[src/rtl/instr_loader.sv]
// Byte-stream program loader: unpacks {HI,LO} pairs into 10-bit words for imem.
// Optional trailing XOR checksum when INSTR_LOADER_CHECKSUM_EN is defined.
module instr_loader #(
    parameter logic [9:0] BASE_ADDR = 10'h000,
    parameter logic [7:0] HDR_BYTE  = 8'hA5
) (
    input  logic       clk,
    input  logic       reset,
    input  logic [7:0] rx_data,
    input  logic       rx_valid,
    output logic       rx_ready,
    output logic       mem_we,
    output logic [9:0] mem_addr,
    output logic [9:0] mem_wdata,
    output logic       cpu_hold,
    output logic       load_done,
    output logic       load_err
);

    typedef enum logic [2:0] {
        S_IDLE,
        S_LEN,
        S_HI,
        S_LO,
        S_CHK,
        S_DONE
    } state_t;

    state_t     state_q;
    logic [7:0] idx_q;
    logic [7:0] last_q;
    logic [1:0] hi_q;
    logic       mem_we_q;
    logic [9:0] mem_addr_q;
    logic [9:0] mem_wdata_q;
    logic       done_q;
    logic [9:0] addr_d;
    logic       accept;
`ifdef INSTR_LOADER_CHECKSUM_EN
    logic [7:0] chk_q;
    logic       err_q;
`endif

    assign accept = rx_valid && rx_ready;
    // 10-bit add wraps 0x3FF -> 0x000 by construction
    assign addr_d = BASE_ADDR + {2'b00, idx_q};

    always_ff @(posedge clk) begin
        if (reset) begin
            state_q     <= S_IDLE;
            idx_q       <= '0;
            last_q      <= '0;
            hi_q        <= '0;
            mem_we_q    <= 1'b0;
            mem_addr_q  <= '0;
            mem_wdata_q <= '0;
            done_q      <= 1'b0;
`ifdef INSTR_LOADER_CHECKSUM_EN
            chk_q       <= '0;
            err_q       <= 1'b0;
`endif
        end else begin
            mem_we_q <= 1'b0;
            done_q   <= 1'b0;
`ifdef INSTR_LOADER_CHECKSUM_EN
            err_q    <= 1'b0;
`endif
            if (state_q == S_DONE) begin
                state_q <= S_IDLE;
            end else if (accept) begin
                unique case (state_q)
                    S_IDLE: begin
                        if (rx_data == HDR_BYTE)
                            state_q <= S_LEN;
                    end
                    S_LEN: begin
                        // LEN=0 wraps to last index 255, i.e. 256 words
                        last_q  <= rx_data - 8'd1;
                        idx_q   <= '0;
                        state_q <= S_HI;
`ifdef INSTR_LOADER_CHECKSUM_EN
                        chk_q   <= rx_data;
`endif
                    end
                    S_HI: begin
                        hi_q    <= rx_data[1:0];
                        state_q <= S_LO;
`ifdef INSTR_LOADER_CHECKSUM_EN
                        chk_q   <= chk_q ^ rx_data;
`endif
                    end
                    S_LO: begin
                        mem_we_q    <= 1'b1;
                        mem_addr_q  <= addr_d;
                        mem_wdata_q <= {hi_q, rx_data};
`ifdef INSTR_LOADER_CHECKSUM_EN
                        chk_q       <= chk_q ^ rx_data;
`endif
                        if (idx_q == last_q) begin
`ifdef INSTR_LOADER_CHECKSUM_EN
                            state_q <= S_CHK;
`else
                            state_q <= S_DONE;
                            done_q  <= 1'b1;
`endif
                        end else begin
                            idx_q   <= idx_q + 8'd1;
                            state_q <= S_HI;
                        end
                    end
`ifdef INSTR_LOADER_CHECKSUM_EN
                    S_CHK: begin
                        if (rx_data == chk_q) begin
                            state_q <= S_DONE;
                            done_q  <= 1'b1;
                        end else begin
                            state_q <= S_IDLE;
                            err_q   <= 1'b1;
                        end
                    end
`endif
                    default: state_q <= S_IDLE;
                endcase
            end
        end
    end

    assign rx_ready  = (state_q != S_DONE);
    assign cpu_hold  = (state_q != S_IDLE);
    assign mem_we    = mem_we_q;
    assign mem_addr  = mem_addr_q;
    assign mem_wdata = mem_wdata_q;
    assign load_done = done_q;
`ifdef INSTR_LOADER_CHECKSUM_EN
    assign load_err  = err_q;
`else
    assign load_err  = 1'b0;
`endif

endmodule

[config.mk]
export PLATFORM = sky130hd
export DESIGN_NAME = instr_loader
export DESIGN_NICKNAME = d
export VERILOG_FILES = /design/src/rtl/instr_loader.sv
export SDC_FILE = /design/constraint.sdc
export NUM_CORES = 1
export LEC_CHECK = 0
export BUFFER_PORTS_ARGS = -buffer_cell sky130_fd_sc_hd__buf_2
export CORE_ASPECT_RATIO = 0.9
export CORE_MARGIN = 2
export CORE_UTILIZATION = 49
export DETAILED_ROUTE_END_ITERATION = 8
export PLACE_DENSITY = 0.82
export SLEW_MARGIN = 15
export SYNTH_ARGS = -nofsm -noshare
export SYNTH_HDL_FRONTEND = slang
export SYNTH_SLANG_ARGS = --single-unit
[constraint.sdc]
create_clock -name clk -period 1.6 [get_ports clk]
set_input_delay 0.24 -clock clk [delete_from_list [all_inputs] [get_ports clk]]
set_output_delay 0.24 -clock clk [all_outputs]
set_load 0.05 [all_outputs]
* Word-level counts from Yosys, hierarchy flattened
Index checks and enable logic that the tools add are counted.
** Storage, ports and cells
- Word-level logic and storage cells :: 41
- Output and inout port bits :: 25
- Input bits :: 11
- Register bits after elaboration :: 41
** Cells by class
- Add/sub/neg operators :: 2
- Multiplexer cells :: 7
- Bitwise logic cells :: 3
- Reductions and logical operators :: 12
- Equal/unequal tests :: 9
** Operators with widths (number)
- one-hot mux 8 bit (2 select lines) :: 1
- one-hot mux 3 bit (4 select lines) :: 1
- AND reduction 3 bit :: 3
- adder 8 x 1 -> 8 bit (second input constant) :: 1
- equality test 8 bit :: 1
- equality test 8 bit (second input constant) :: 1
- 2-to-1 mux 8 bit :: 1
- subtractor 8 x 1 -> 8 bit (second input constant) :: 1
- equality test 3 x 2 -> 1 bit (second input constant) :: 2
- 2-to-1 mux 3 bit :: 2
- inequality test 2 bit (second input constant) :: 2
- AND reduction 4 bit :: 1
- OR reduction 4 bit :: 1
- equality test 3 x 1 -> 1 bit (second input constant) :: 1
- equality test 3 bit (second input constant) :: 1
- zero test 3 bit :: 1
- inequality test 3 bit (second input constant) :: 1
- NOT 1 bit :: 3
- nonzero test 3 bit :: 1
- OR reduction 3 bit :: 1
- 2-to-1 mux 1 bit :: 2
- AND reduction 2 bit :: 1
- nonzero test 2 bit :: 1
- OR reduction 2 bit :: 1
- logical AND 1 bit :: 1

* Depth between registers and ports, before layout
Gate-level depths: netlist of run 1.
- Depth after elaboration :: 4
- Depth in mapped cells :: 6
- Mapped depth without buffers :: 6

* Least setup slack after synthesis of run 1
No wires, ideal clock.
- Path type :: flip-flop to flip-flop
- Start point :: register state_q[0]
- End point :: register state_q[0]
- Path buffers :: 0
- Stages on the path, launching flop included :: 5
- Data required time :: 1.468 ns
- Setup slack :: 0.040 ns
- Library setup time :: 0.132 ns
- Arrival :: 1.428 ns
- Period minus slack after synthesis :: 1.560 ns
- Cells stage by stage :: dfxtp_1 -> or3_1 -> a31o_2 -> a21oi_1 -> nor4_2
** On the way
- Cells in the longest elaborated chain, start to end :: 3
- Elaborated cells between the ends (all ways) :: 11
- Classes of those cells :: 6 x eq/ne; 1 x mux; 4 x reduce/logical
** Ends and longest elaborated chain
- from (decl) :: RTL line 29 : state_t state_q;
- from (signal assigned) :: RTL line 50 : state_q <= S_IDLE;
- from (signal assigned) :: RTL line 69 : state_q <= S_IDLE;
- from (signal assigned) :: RTL line 74 : state_q <= S_LEN;
- zero test 3 bit / inequality test 3 bit (equally long branches) :: RTL line 71, 128
- inequality test 2 bit (no source line) / logical AND 1 bit (equally long branches)
- AND reduction 2 bit (no source line)
Several ways; a longest one is shown, not always the timed one.
A chain may end at the register's enable or synchronous reset.

* Worst setup path in the final report of run 1
- Start point :: register state_q[0]
- End point :: output port cpu_hold
** On the way
- Cells in the longest elaborated chain, start to end :: 1
** Ends and longest elaborated chain
- nonzero test 3 bit :: RTL line 129 : assign cpu_hold = (state_q != S_IDLE);
- to (decl) :: RTL line 15 : output logic cpu_hold,
No other way between the ends.

==> summary.txt, run 1 <==
Final layout
  • Net count, final: 282
  • Filler cell count in the final layout: 322
  • Post-Layout Cell Count: 315
  • Area Growth Syn to Fin: 23.4%
  • Antenna diodes: 0
  • Layout cells sized above 1: 29.0%
  • Utilization after layout: 63.4%
  • Cell area after layout: 2370 sq um

Die
  • Core area: 3730 sq um
  • Die extent in y: 63.4 um
  • Die width: 70.0 um
  • Initial Util: 51.4%
  • I/O pin cnt: 36
  • Cell Rows: 21
  • DIE AREA: 4430 sq um

GRT
  • Largest net degree at the start of global routing: 22
  • First-pass GRT wire length: 7180 um
  • Global Route Usage Sum: 20.1%
  • Initial antenna violation count: 0
  • Remaining global-route overflow: 0
  • Vias in the first global route: 1,565

Synthesis
  • FFs w/ async S/R, synth: 0%
  • Synth Instances: 226
  • Post-synthesis register bit count: 41
  • Yosys top cell area share: 42.8%
  • Ys flop type: dfxtp_1
  • Synth cell count leaders: nand2_1, dfxtp_1, a21oi_1, nor2_1
  • Most frequent cell after synthesis: nand2_1
  • Post-synthesis cell area: 1920 sq um
  • Synth area leader: dfxtp_1
  • Distinct cells, synth: 43
  • Sequential cell area fraction in the yosys report: 42.8%
  • Avg Cell Area, Syn: 8.49 sq um
  • Synth top area cells: dfxtp_1, nand2_1, a21oi_1
  • EDFF count, synth: 0
  • YS warnings: 0

Timing
  • Peak Freq: 0.631 GHz
  • Clock Skew: 6.52 ps
  • Final WS setup: 14.8 ps
  • RSZ-0062 raised after global routing: true
  • Final period utilization: 99.1%
  • Fin. Hold Viols: 0
  • Fin crit period: 1590 ps
  • Hold_ws: 206 ps
  • Max-slew violation count: 0
  • Final setup fails: 0

Power and ir drop
  • Peak supply drop: 0.569 mV
  • Static leakage: 0.977 nW
  • Pwr dens: 856 nW/um^2

CTS
  • Clock sink total: 41
  • Cts bufs inserted: 5
  • Reg clk slew, reported paths: 80 ps
  • CTS Root Cell: clkbuf_8
  • CTS tree: done
  • CTS H-tree lvls: 2
  • Clock Path Buffers: 2
  • Clk Latency, worst-skew pair: 300 ps
  • Post-CTS Hold Buffers: 0

Detailed routing
  • Via count: 1,686
  • WL/cell: 13.5 um
  • DRC viols: 0
  • Antenna Nets Post-Route: 0
  • Final WL: 4250 um
  • Via density: 5.35
  • DR iter-0 viols: 91
  • DRT Pass-1 Iters: 4

Placed design
  • Placed Cells: 307
  • IO Port Bufs: 32
  • Post-DP Area: 2220 sq um
  • Routability cong.: 0.887
  • Hpwl dp: 2970 um
  • Place WS: 49.5 ps

Worst setup path
  • CP Capture Type: primary output
  • R2r startpoint: state_q[0]
  • Reg2Reg Depth: 6
  • Crit path cell chain: buf_12 > or3_4 > buf_6
  • Critical Path AT: 1350 ps
  • Flop2flop setup slack: 60 ps
  • Crit start category: flip-flop
  • Worst endpoint required time: 1360 ps
  • Critical path type: flip-flop to primary output
  • Crit path max-delay cell type: or3_4
  • Maximum fanout along the worst path: 13
  • RR Endpoint: state_q[0]
  • Max stage delay on crit path: 400 ps

Min path
  • Hold Path Origin: rx_data[7]
  • Hold depth: 3
  • Hold EP: mem_wdata[7]
  • Class of the worst hold path: primary input to flip-flop

Status
  • Status: finished clean

Flow run
  • Max-Cap Viols: 0
cell type report:
class                   count  area (sq um)  share of cell area [%]
repair buffers             50           339                    14.3
clock inverters             1          30.0                    1.27
flip-flops and latches     41           830                    35.0
clock buffers               7          86.3                    3.65
inverters                   3          11.3                   0.476
well taps                  46          57.6                    2.43
multi-input cells         167          1010                    42.8
sequential cells by signal, summed over array words and instances (netlist names):
name	cells
mem_wdata	10
idx_q	8
last_q	8
mem_addr	8
state_q	3
hi_q	2
load_done	1
mem_we	1
worst max-delay path by stage:
| stage | slack (ps) | endpoint | from |
|---|---|---|---|
| 2_1_floorplan | 40 | state_q[0] | state_q[0] |
| 3_3_place_gp | 90 | idx_q[7] | idx_q[4] |
| 3_5_place_dp | 50 | idx_q[7] | last_q[1] |
| 4_1_cts | 7 | rx_ready | state_q[0] |
| 5_1_grt | -30 | idx_q[1] | last_q[5] |
| 6_report | 10 | cpu_hold | state_q[0] |
cells in the final DEF, fill, tap and decap left out, drive strengths merged:
cell,instances
a311oi,1
mux2i,2
nand3,3
nand2,46
nor4bb,1
a221oi,1
nor2b,3
a31o,3
and3,1
nand3b,1
nor3,2
o21a,1
and2,3
nand4,3
inv,3
conb,3
bufinv,1
or2,1
a211oi,7
o2111ai,1
a21oi,26
and4b,1
or3,6
xnor2,7
xor2,9
nor3b,1
clkbuf,7
o21ai,5
ha,3
buf,50
dfxtp,41
nand2b,3
and3b,1
nor2,15
a31oi,4
nor4,3
power breakdown:
| group | total (mW) | switching, mW | internal (mW) |
|---|---|---|---|
| Clock | 0.873 | 0.364 | 0.509 |
| Combinational | 0.128 | 0.0826 | 0.0455 |
| Sequential | 1.02 | 0.00258 | 1.02 |
layer usage:
metal  vias to the layer above  track usage [%]  part of all wire, %  wire, um
met2                        43             31.9                   45      1920
met5                         -                0                    0         0
met4                         0             4.81                 0.63        27
met1                       794             26.8                   49      2080
met3                         4             6.24                  5.4       230
li1                        845                -                    -         -
repair_timing:
action | 4_1_cts | 5_1_grt
pin swaps | 0 | 6
gates resized for setup | 3 | 10
endpoints found under the hold margin | 0 | 0
endpoints found under the setup margin | 1 | 7
buffers inserted | 0 | 0
cells by family after synthesis:
kind of cell / share of synthesized area, %
and+or+nand+nor: 24.7
AOI/OAI and AO/OA: 15.7
DFF: 42.8
buffers and inverters: 5.55
xor gates and xnor gates: 8.09
adders and majority gates: 1.96
muxes: 1.04
other: 0.196
worst max-delay path: cells and delay by family (launching register included):
kind / cells / cell delay (ps)
buffers and inverters: 2 / 300
DFF: 1 / 340
and+or+nand+nor: 1 / 400
metrics by stage:
step                TNS, ps  power [mW]
floorplan                 0        1.13
global placement          0        1.17
detailed placement        0        1.17
CTS                       0        2.04
global route           -110        2.11
finish                    0        2.03
No activity file was read; power rests on OpenSTA's default activity.
==> inputs of run 2 (changes only) <==
--- a/config.mk
+++ b/config.mk
@@ -5,10 +5,11 @@
 export SDC_FILE = /design/constraint.sdc
 export NUM_CORES = 1
 export LEC_CHECK = 0
+export ABC_AREA = 1
 export BUFFER_PORTS_ARGS = -buffer_cell sky130_fd_sc_hd__buf_2
 export CORE_ASPECT_RATIO = 0.9
 export CORE_MARGIN = 2
-export CORE_UTILIZATION = 49
+export CORE_UTILIZATION = 50
 export DETAILED_ROUTE_END_ITERATION = 8
 export PLACE_DENSITY = 0.82
 export SLEW_MARGIN = 15
==> summary.txt, run 2 <==
Worst setup path
  • Maximum fanout along the worst path: 5 (was 13)
  • Critical Path AT: 1310 ps (was 1350 ps)
  • R2r startpoint: idx_q[1] (was state_q[0])
  • Flop2flop setup slack: 190 ps (was 60 ps)
  • Crit start category: flip-flop (unchanged)
  • CP Capture Type: primary output (unchanged)
  • Crit path launch: state_q[0] (unchanged)
  • RR Endpoint: idx_q[5] (was state_q[0])
  • Worst endpoint required time: 1360 ps (about the same)
  • Critical path type: flip-flop to primary output (unchanged)
  • Reg2Reg Depth: 8 (was 6)
  • Setup crit end: cpu_hold (unchanged)

Placed design
  • Post-DP Area: 2320 sq um (was 2220 sq um)
  • Hpwl dp: 3380 um (was 2970 um)
  • Routability cong.: 0.827 (was 0.887)
  • IO Port Bufs: 32 (unchanged)
  • Placed Cells: 370 (was 307)

Timing
  • Final setup fails: 0 (unchanged)
  • RSZ-0062 raised after global routing: true (unchanged)
  • Final period utilization: 97.1% (was 99.1%)
  • Peak Freq: 0.644 GHz (was 0.631 GHz)
  • Fin. Hold Viols: 0 (unchanged)
  • Max-slew violation count: 0 (unchanged)
  • Clock Skew: 6.26 ps (was 6.52 ps)
  • Post-route setup TNS: 0 ps (unchanged)
  • Hold_ws: 215 ps (was 206 ps)
  • Fin crit period: 1550 ps (was 1590 ps)

GRT
  • GR Layer Usage met2: 34.7% (was 31.9%)
  • Most Used Layer, Global Route: met2 (unchanged)
  • Met3 GRT Util: 4.45% (was 6.24%)
  • Remaining global-route overflow: 0 (unchanged)
  • Global Route Usage Sum: 21.4% (was 20.1%)
  • Initial antenna violation count: 0 (unchanged)
  • Met1 Resource Use GR: 27.6% (was 26.8%)
  • First-pass GRT wire length: 8020 um (was 7180 um)
  • Vias in the first global route: 1,811 (was 1,565)
  • Largest net degree at the start of global routing: 31 (was 22)

Synthesis
  • Distinct cells, synth: 35 (was 43)
  • EDFF count, synth: 0 (unchanged)
  • YS warnings: 0 (unchanged)
  • Post-synthesis register bit count: 41 (unchanged)
  • FFs w/ async S/R, synth: 0% (unchanged)
  • Synth Instances: 291 (was 226)
  • Avg Cell Area, Syn: 7.22 sq um (was 8.49 sq um)
  • Post-synthesis cell area: 2100 sq um (was 1920 sq um)
  • Synth cell count leaders: nand2_1, dfxtp_1, a21oi_1, nand3_1, inv_1 (was nand2_1, dfxtp_1, a21oi_1, nor2_1)
  • Yosys top cell area share: 39.0% (was 42.8%)
  • Ys flop type: dfxtp_1 (unchanged)
  • Synth top area cells: dfxtp_1, nand2_1, a21oi_1 (unchanged)
  • Sequential cell area fraction in the yosys report: 39.0% (was 42.8%)
  • Most frequent cell after synthesis: nand2_1 (unchanged)
  • Synth area leader: dfxtp_1 (unchanged)

Detailed routing
  • DR iter-0 viols: 124 (was 91)
  • WL/cell: 12.1 um (was 13.5 um)
  • Antenna Nets Post-Route: 0 (unchanged)
  • Via density: 5.23 (was 5.35)
  • DRC viols: 0 (unchanged)
  • Via count: 1,976 (was 1,686)
  • Final WL: 4590 um (was 4250 um)
  • DRT Pass-1 Iters: 4 (unchanged)

Min path
  • Hold Path Origin: rx_data[0] (was rx_data[7])
  • Class of the worst hold path: primary input to flip-flop (unchanged)

CTS
  • Clock sink total: 41 (unchanged)
  • Reg clk slew, reported paths: 80 ps (about the same)
  • Post-CTS Hold Buffers: 0 (unchanged)
  • Cts bufs inserted: 5 (unchanged)
  • Clock Path Buffers: 2 (unchanged)
  • CTS H-tree lvls: 2 (unchanged)
  • CTS tree: done (unchanged)
  • Postcts setup bufs: 0 (unchanged)
  • Clk Latency, worst-skew pair: 300 ps (about the same)
  • CTS Root Cell: clkbuf_8 (unchanged)

Die
  • Die width: 72.3 um (was 70.0 um)
  • DIE AREA: 4740 sq um (was 4430 sq um)
  • Cell Rows: 22 (was 21)
  • Die extent in y: 65.5 um (was 63.4 um)
  • Initial Util: 51.9% (was 51.4%)
  • Core area: 4050 sq um (was 3730 sq um)
  • I/O pin cnt: 36 (unchanged)

Power and ir drop
  • Total design power: 2.14 mW (was 2.03 mW)
  • Pwr dens: 877 nW/um^2 (was 856 nW/um^2)
  • Static leakage: 1.07 nW (was 0.977 nW)
  • Peak supply drop: 0.675 mV (was 0.569 mV)

Final layout
  • Most frequent cells in the layout: nand2_1, dfxtp_1, a21oi_1 (was nand2_1, dfxtp_1, buf_2)
  • Filler cell count in the final layout: 371 (was 322)
  • Antenna diodes: 0 (unchanged)
  • Max reg flops: 10 (unchanged)
  • Net count, final: 343 (was 282)
  • Post-Layout Cell Count: 378 (was 315)
  • Commonest non-fill, non-tap cell in the layout: nand2_1 (unchanged)
  • Area Growth Syn to Fin: 16.0% (was 23.4%)
  • Cell area after layout: 2440 sq um (was 2370 sq um)
  • Layout cells sized above 1: 20.6% (was 29.0%)

Flow run
  • Max-Cap Viols: 0 (unchanged)

Status
  • Status: finished clean (unchanged)
-- run 2: cell types whose count changed after synthesis, sizes merged, moves of 6 or more --
cell,delta
or3,-6
nor2,+8
a211oi,-6
inv,+27
nand2,+28
xor2,-6
nand3,+29
a21oi,+8
-- run 2: report_power, final --
group          leakage [nW]  internal, mW  total [mW]  switching [mW]
Clock                0.0554         0.468       0.836           0.367
Sequential            0.331          1.04        1.05          0.0122
Combinational         0.683        0.0731       0.255           0.181
Total                  1.07          1.58        2.14           0.561
-- run 2: final cells by class --
type	count	area (sq um)	share of cell area, %
multi-input combinational	204	1060	43.3
sequential	41	822	33.7
timing repair buffer	46	268	11.0
inverter	31	121	4.98
clock buffer	6	72.6	2.98
tap	48	60.1	2.46
clock inverter	2	38.8	1.59
-- run 2: how the worst min path moves through the flow --
stage	end	cells after the start
2_1_floorplan	last_q[0]	1
3_3_place_gp	mem_wdata[8]	2
3_5_place_dp	mem_addr[2]	2
4_1_cts	last_q[0]	2
5_1_grt	last_q[0]	2
6_report	last_q[0]	2
-- run 2: stage by stage --
step,worst slack [ps],util [%]
floorplan,30.6,-
global route,-35.3,60.3
detailed placement,139,57.2
global placement,218,57.2
CTS,50.7,60.1
finish,46.2,60.3
-- run 2: layer usage --
layer  vias up  wire length (um)
met5         -                 0
met4         0               129
met3        11               233
met2        58              2100
met1       897              2120
li1       1010                 -
-- run 2: kinds of logic (layout without fill, tap and decap cells) --
kind of cell | Yosys count | in the layout | share of synthesized area [%]
AND/OR/NAND/NOR | 141 | 141 | 31.1
AO/OA/AOI/OAI | 48 | 48 | 12.7
buffers and inverters | 48 | 85 | 11.4
flip-flops | 41 | 41 | 39.0
XOR/XNOR | 9 | 9 | 3.75
adder cells (fa/ha/maj) | 3 | 3 | 1.79
other | 1 | 3 | 0.178
-- run 2: worst max-delay path: stages, from the launching register on --
cell and delay [ps]:
dfxtp_1 330, buf_4 150, nor3_2 260, inv_1 60, buf_2 210
-- run 2: repair_timing --
action,CTS,global route
endpoints found under the hold margin,0,0
endpoints found under the setup margin,1,5
resized for setup,1,3
==> inputs of run 3 (changes only) <==
--- a/config.mk
+++ b/config.mk
@@ -12,6 +12,7 @@
 export CORE_UTILIZATION = 50
 export DETAILED_ROUTE_END_ITERATION = 8
 export PLACE_DENSITY = 0.82
+export SETUP_SLACK_MARGIN = 0.05
 export SLEW_MARGIN = 15
 export SYNTH_ARGS = -nofsm -noshare
 export SYNTH_HDL_FRONTEND = slang
==> summary.txt, run 3 (synthesis gave the netlist of run 2 again) <==
CTS
  • Reg clk slew, reported paths: 70 ps (was 80 ps)
  • Clock Path Buffers: 2 (unchanged)
  • Postcts setup bufs: 0 (unchanged)
  • Clock sink total: 41 (unchanged)
  • Cts bufs inserted: 5 (unchanged)
  • CTS Root Cell: clkbuf_8 (unchanged)
  • Clk Latency, worst-skew pair: 290 ps (was 300 ps)
  • CTS tree: done (unchanged)
  • CTS H-tree lvls: 2 (unchanged)

Power and ir drop
  • Internal power: 1.56 mW (was 1.58 mW)
  • Switching pwr: 539 uW (was 561 uW)
  • Sw Share: 25.7% (was 26.2%)
  • Total design power: 2.10 mW (was 2.14 mW)
  • Peak supply drop: 0.631 mV (was 0.675 mV)
  • Sequential share of power: 49.9% (was 49.0%)
  • Static leakage: 1.07 nW (about the same)
  • Clock share of power: 37.8% (was 39.1%)
  • Gate power share: 12.3% (was 11.9%)
  • Pwr dens: 860 nW/um^2 (was 877 nW/um^2)

Worst setup path
  • R2r startpoint: idx_q[0] (was idx_q[1])
  • Crit path launch: state_q[0] (unchanged)
  • Flop2flop setup slack: 170 ps (was 190 ps)
  • Reg2Reg Depth: 8 (unchanged)
  • Critical path type: flip-flop to primary output (unchanged)
  • Crit start category: flip-flop (unchanged)
  • Critical Path AT: 1270 ps (was 1310 ps)
  • Worst endpoint required time: 1360 ps (about the same)
  • Maximum fanout along the worst path: 5 (unchanged)
  • RR Endpoint: idx_q[1] (was idx_q[5])
  • CP Capture Type: primary output (unchanged)

Detailed routing
  • DRC viols: 0 (unchanged)
  • WL/cell: 12.6 um (was 12.1 um)
  • DRT Pass-1 Iters: 5 (was 4)
  • Via density: 5.27 (was 5.23)
  • Antenna Nets Post-Route: 0 (unchanged)
  • Via count: 1,980 (was 1,976)
  • Final WL: 4740 um (was 4590 um)
  • DR iter-0 viols: 153 (was 124)

Min path
  • Hold Path Origin: rx_data[0] (unchanged)
  • Hold EP: last_q[0] (unchanged)
  • Hold depth: 2 (unchanged)
  • Class of the worst hold path: primary input to flip-flop (unchanged)

Final layout
  • Area Growth Syn to Fin: 16.2% (was 16.0%)
  • Net count, final: 342 (was 343)
  • Layout cells sized above 1: 21.0% (was 20.6%)
  • Commonest non-fill, non-tap cell in the layout: nand2_1 (unchanged)
  • Antenna diodes: 0 (unchanged)
  • Utilization after layout: 60.4% (was 60.3%)
  • Max reg flops: 10 (unchanged)
  • Most frequent cells in the layout: nand2_1, dfxtp_1, a21oi_1 (unchanged)
  • Post-Layout Cell Count: 376 (was 378)
  • Cell area after layout: 2440 sq um (about the same)

Timing
  • RSZ-0062 raised after global routing: false (was true)
  • Fin. Hold Viols: 0 (unchanged)
  • Fin crit period: 1510 ps (was 1550 ps)
  • Max-slew violation count: 0 (unchanged)
  • Final period utilization: 94.6% (was 97.1%)
  • Clock Skew: 4.69 ps (was 6.26 ps)
  • Final setup fails: 0 (unchanged)
  • Post-route setup TNS: 0 ps (unchanged)
  • Peak Freq: 0.661 GHz (was 0.644 GHz)

Die
  • Die width: 72.3 um (unchanged)
  • Core area: 4050 sq um (unchanged)
  • DIE AREA: 4740 sq um (unchanged)
  • I/O pin cnt: 36 (unchanged)
  • Die extent in y: 65.5 um (unchanged)
  • Cell Rows: 22 (unchanged)
  • Initial Util: 51.9% (unchanged)

Placed design
  • Hpwl dp: 3370 um (was 3380 um)
  • Post-DP Area: 2330 sq um (was 2320 sq um)
  • IO Port Bufs: 32 (unchanged)
  • Routability cong.: 0.891 (was 0.827)
  • Placed Cells: 369 (was 370)

GRT
  • Remaining global-route overflow: 0 (unchanged)
  • Met3 GRT Util: 3.53% (was 4.45%)
  • Global Route Usage Sum: 21.4% (about the same)
  • Largest net degree at the start of global routing: 31 (unchanged)
  • Initial antenna violation count: 0 (unchanged)
  • Most Used Layer, Global Route: met2 (unchanged)
  • Met1 Resource Use GR: 29.6% (was 27.6%)
  • Vias in the first global route: 1,733 (was 1,811)
  • First-pass GRT wire length: 7790 um (was 8020 um)
  • GR Layer Usage met2: 31.9% (was 34.7%)

Status
  • Status: finished clean (unchanged)

Flow run
  • Max-Cap Viols: 0 (unchanged)
==> run 3: power by group through the flow <==
stage	logic (mW)	clock network, mW	registers (mW)
2_1_floorplan	0.183	0	1.08
3_5_place_dp	0.251	0	1.07
4_1_cts	0.253	0.813	1.05
3_3_place_gp	0.246	0	1.07
5_1_grt	0.285	0.853	1.05
6_report	0.258	0.795	1.05
==> run 3: worst max-delay path by stage <==
stage | end | slack [ps] | cells past startpoint
after floorplan | state_q[0] | 230 | 8
after global placement | last_q[6] | 200 | 12
after detailed placement | state_q[2] | 150 | 7
after CTS | cpu_hold | 110 | 4
after global routing | state_q[1] | 50 | 9
final | cpu_hold | 90 | 4
==> run 3: metrics by stage <==
step	hold slack (ps)	setup WS, ps
after detailed placement	449	155
after global routing	230	48.4
after CTS	216	107
after floorplan	329	235
final	229	86.4
after global placement	445	199
==> run 3: final cells by class <==
class | count | area (sq um)
clock inverter | 2 | 35.0
inverter | 31 | 121
clock buffer | 5 | 68.8
fill | 357 | 1600
tap | 48 | 60.1
sequential | 41 | 822
multi-input combinational | 204 | 1060
timing repair buffer | 45 | 273
==> run 3: layer usage <==
layer  share of wire, %  vias up
li1                   -     1009
met1                 45      896
met5                  0        -
met4                2.7        0
met2                 46       64
met3                6.7       11
==> run 3: critical path: stages (launching register included) <==
cell	delay, ps
dfxtp_1	320
buf_4	150
nor3_2	240
inv_1	60
buf_2	210
==> run 3: repair_timing <==
item	in CTS	in global routing
setup endpoints to repair	1	10
gates resized for setup	1	4
cloned	0	0
pin swaps	0	0
hold buffers	0	0
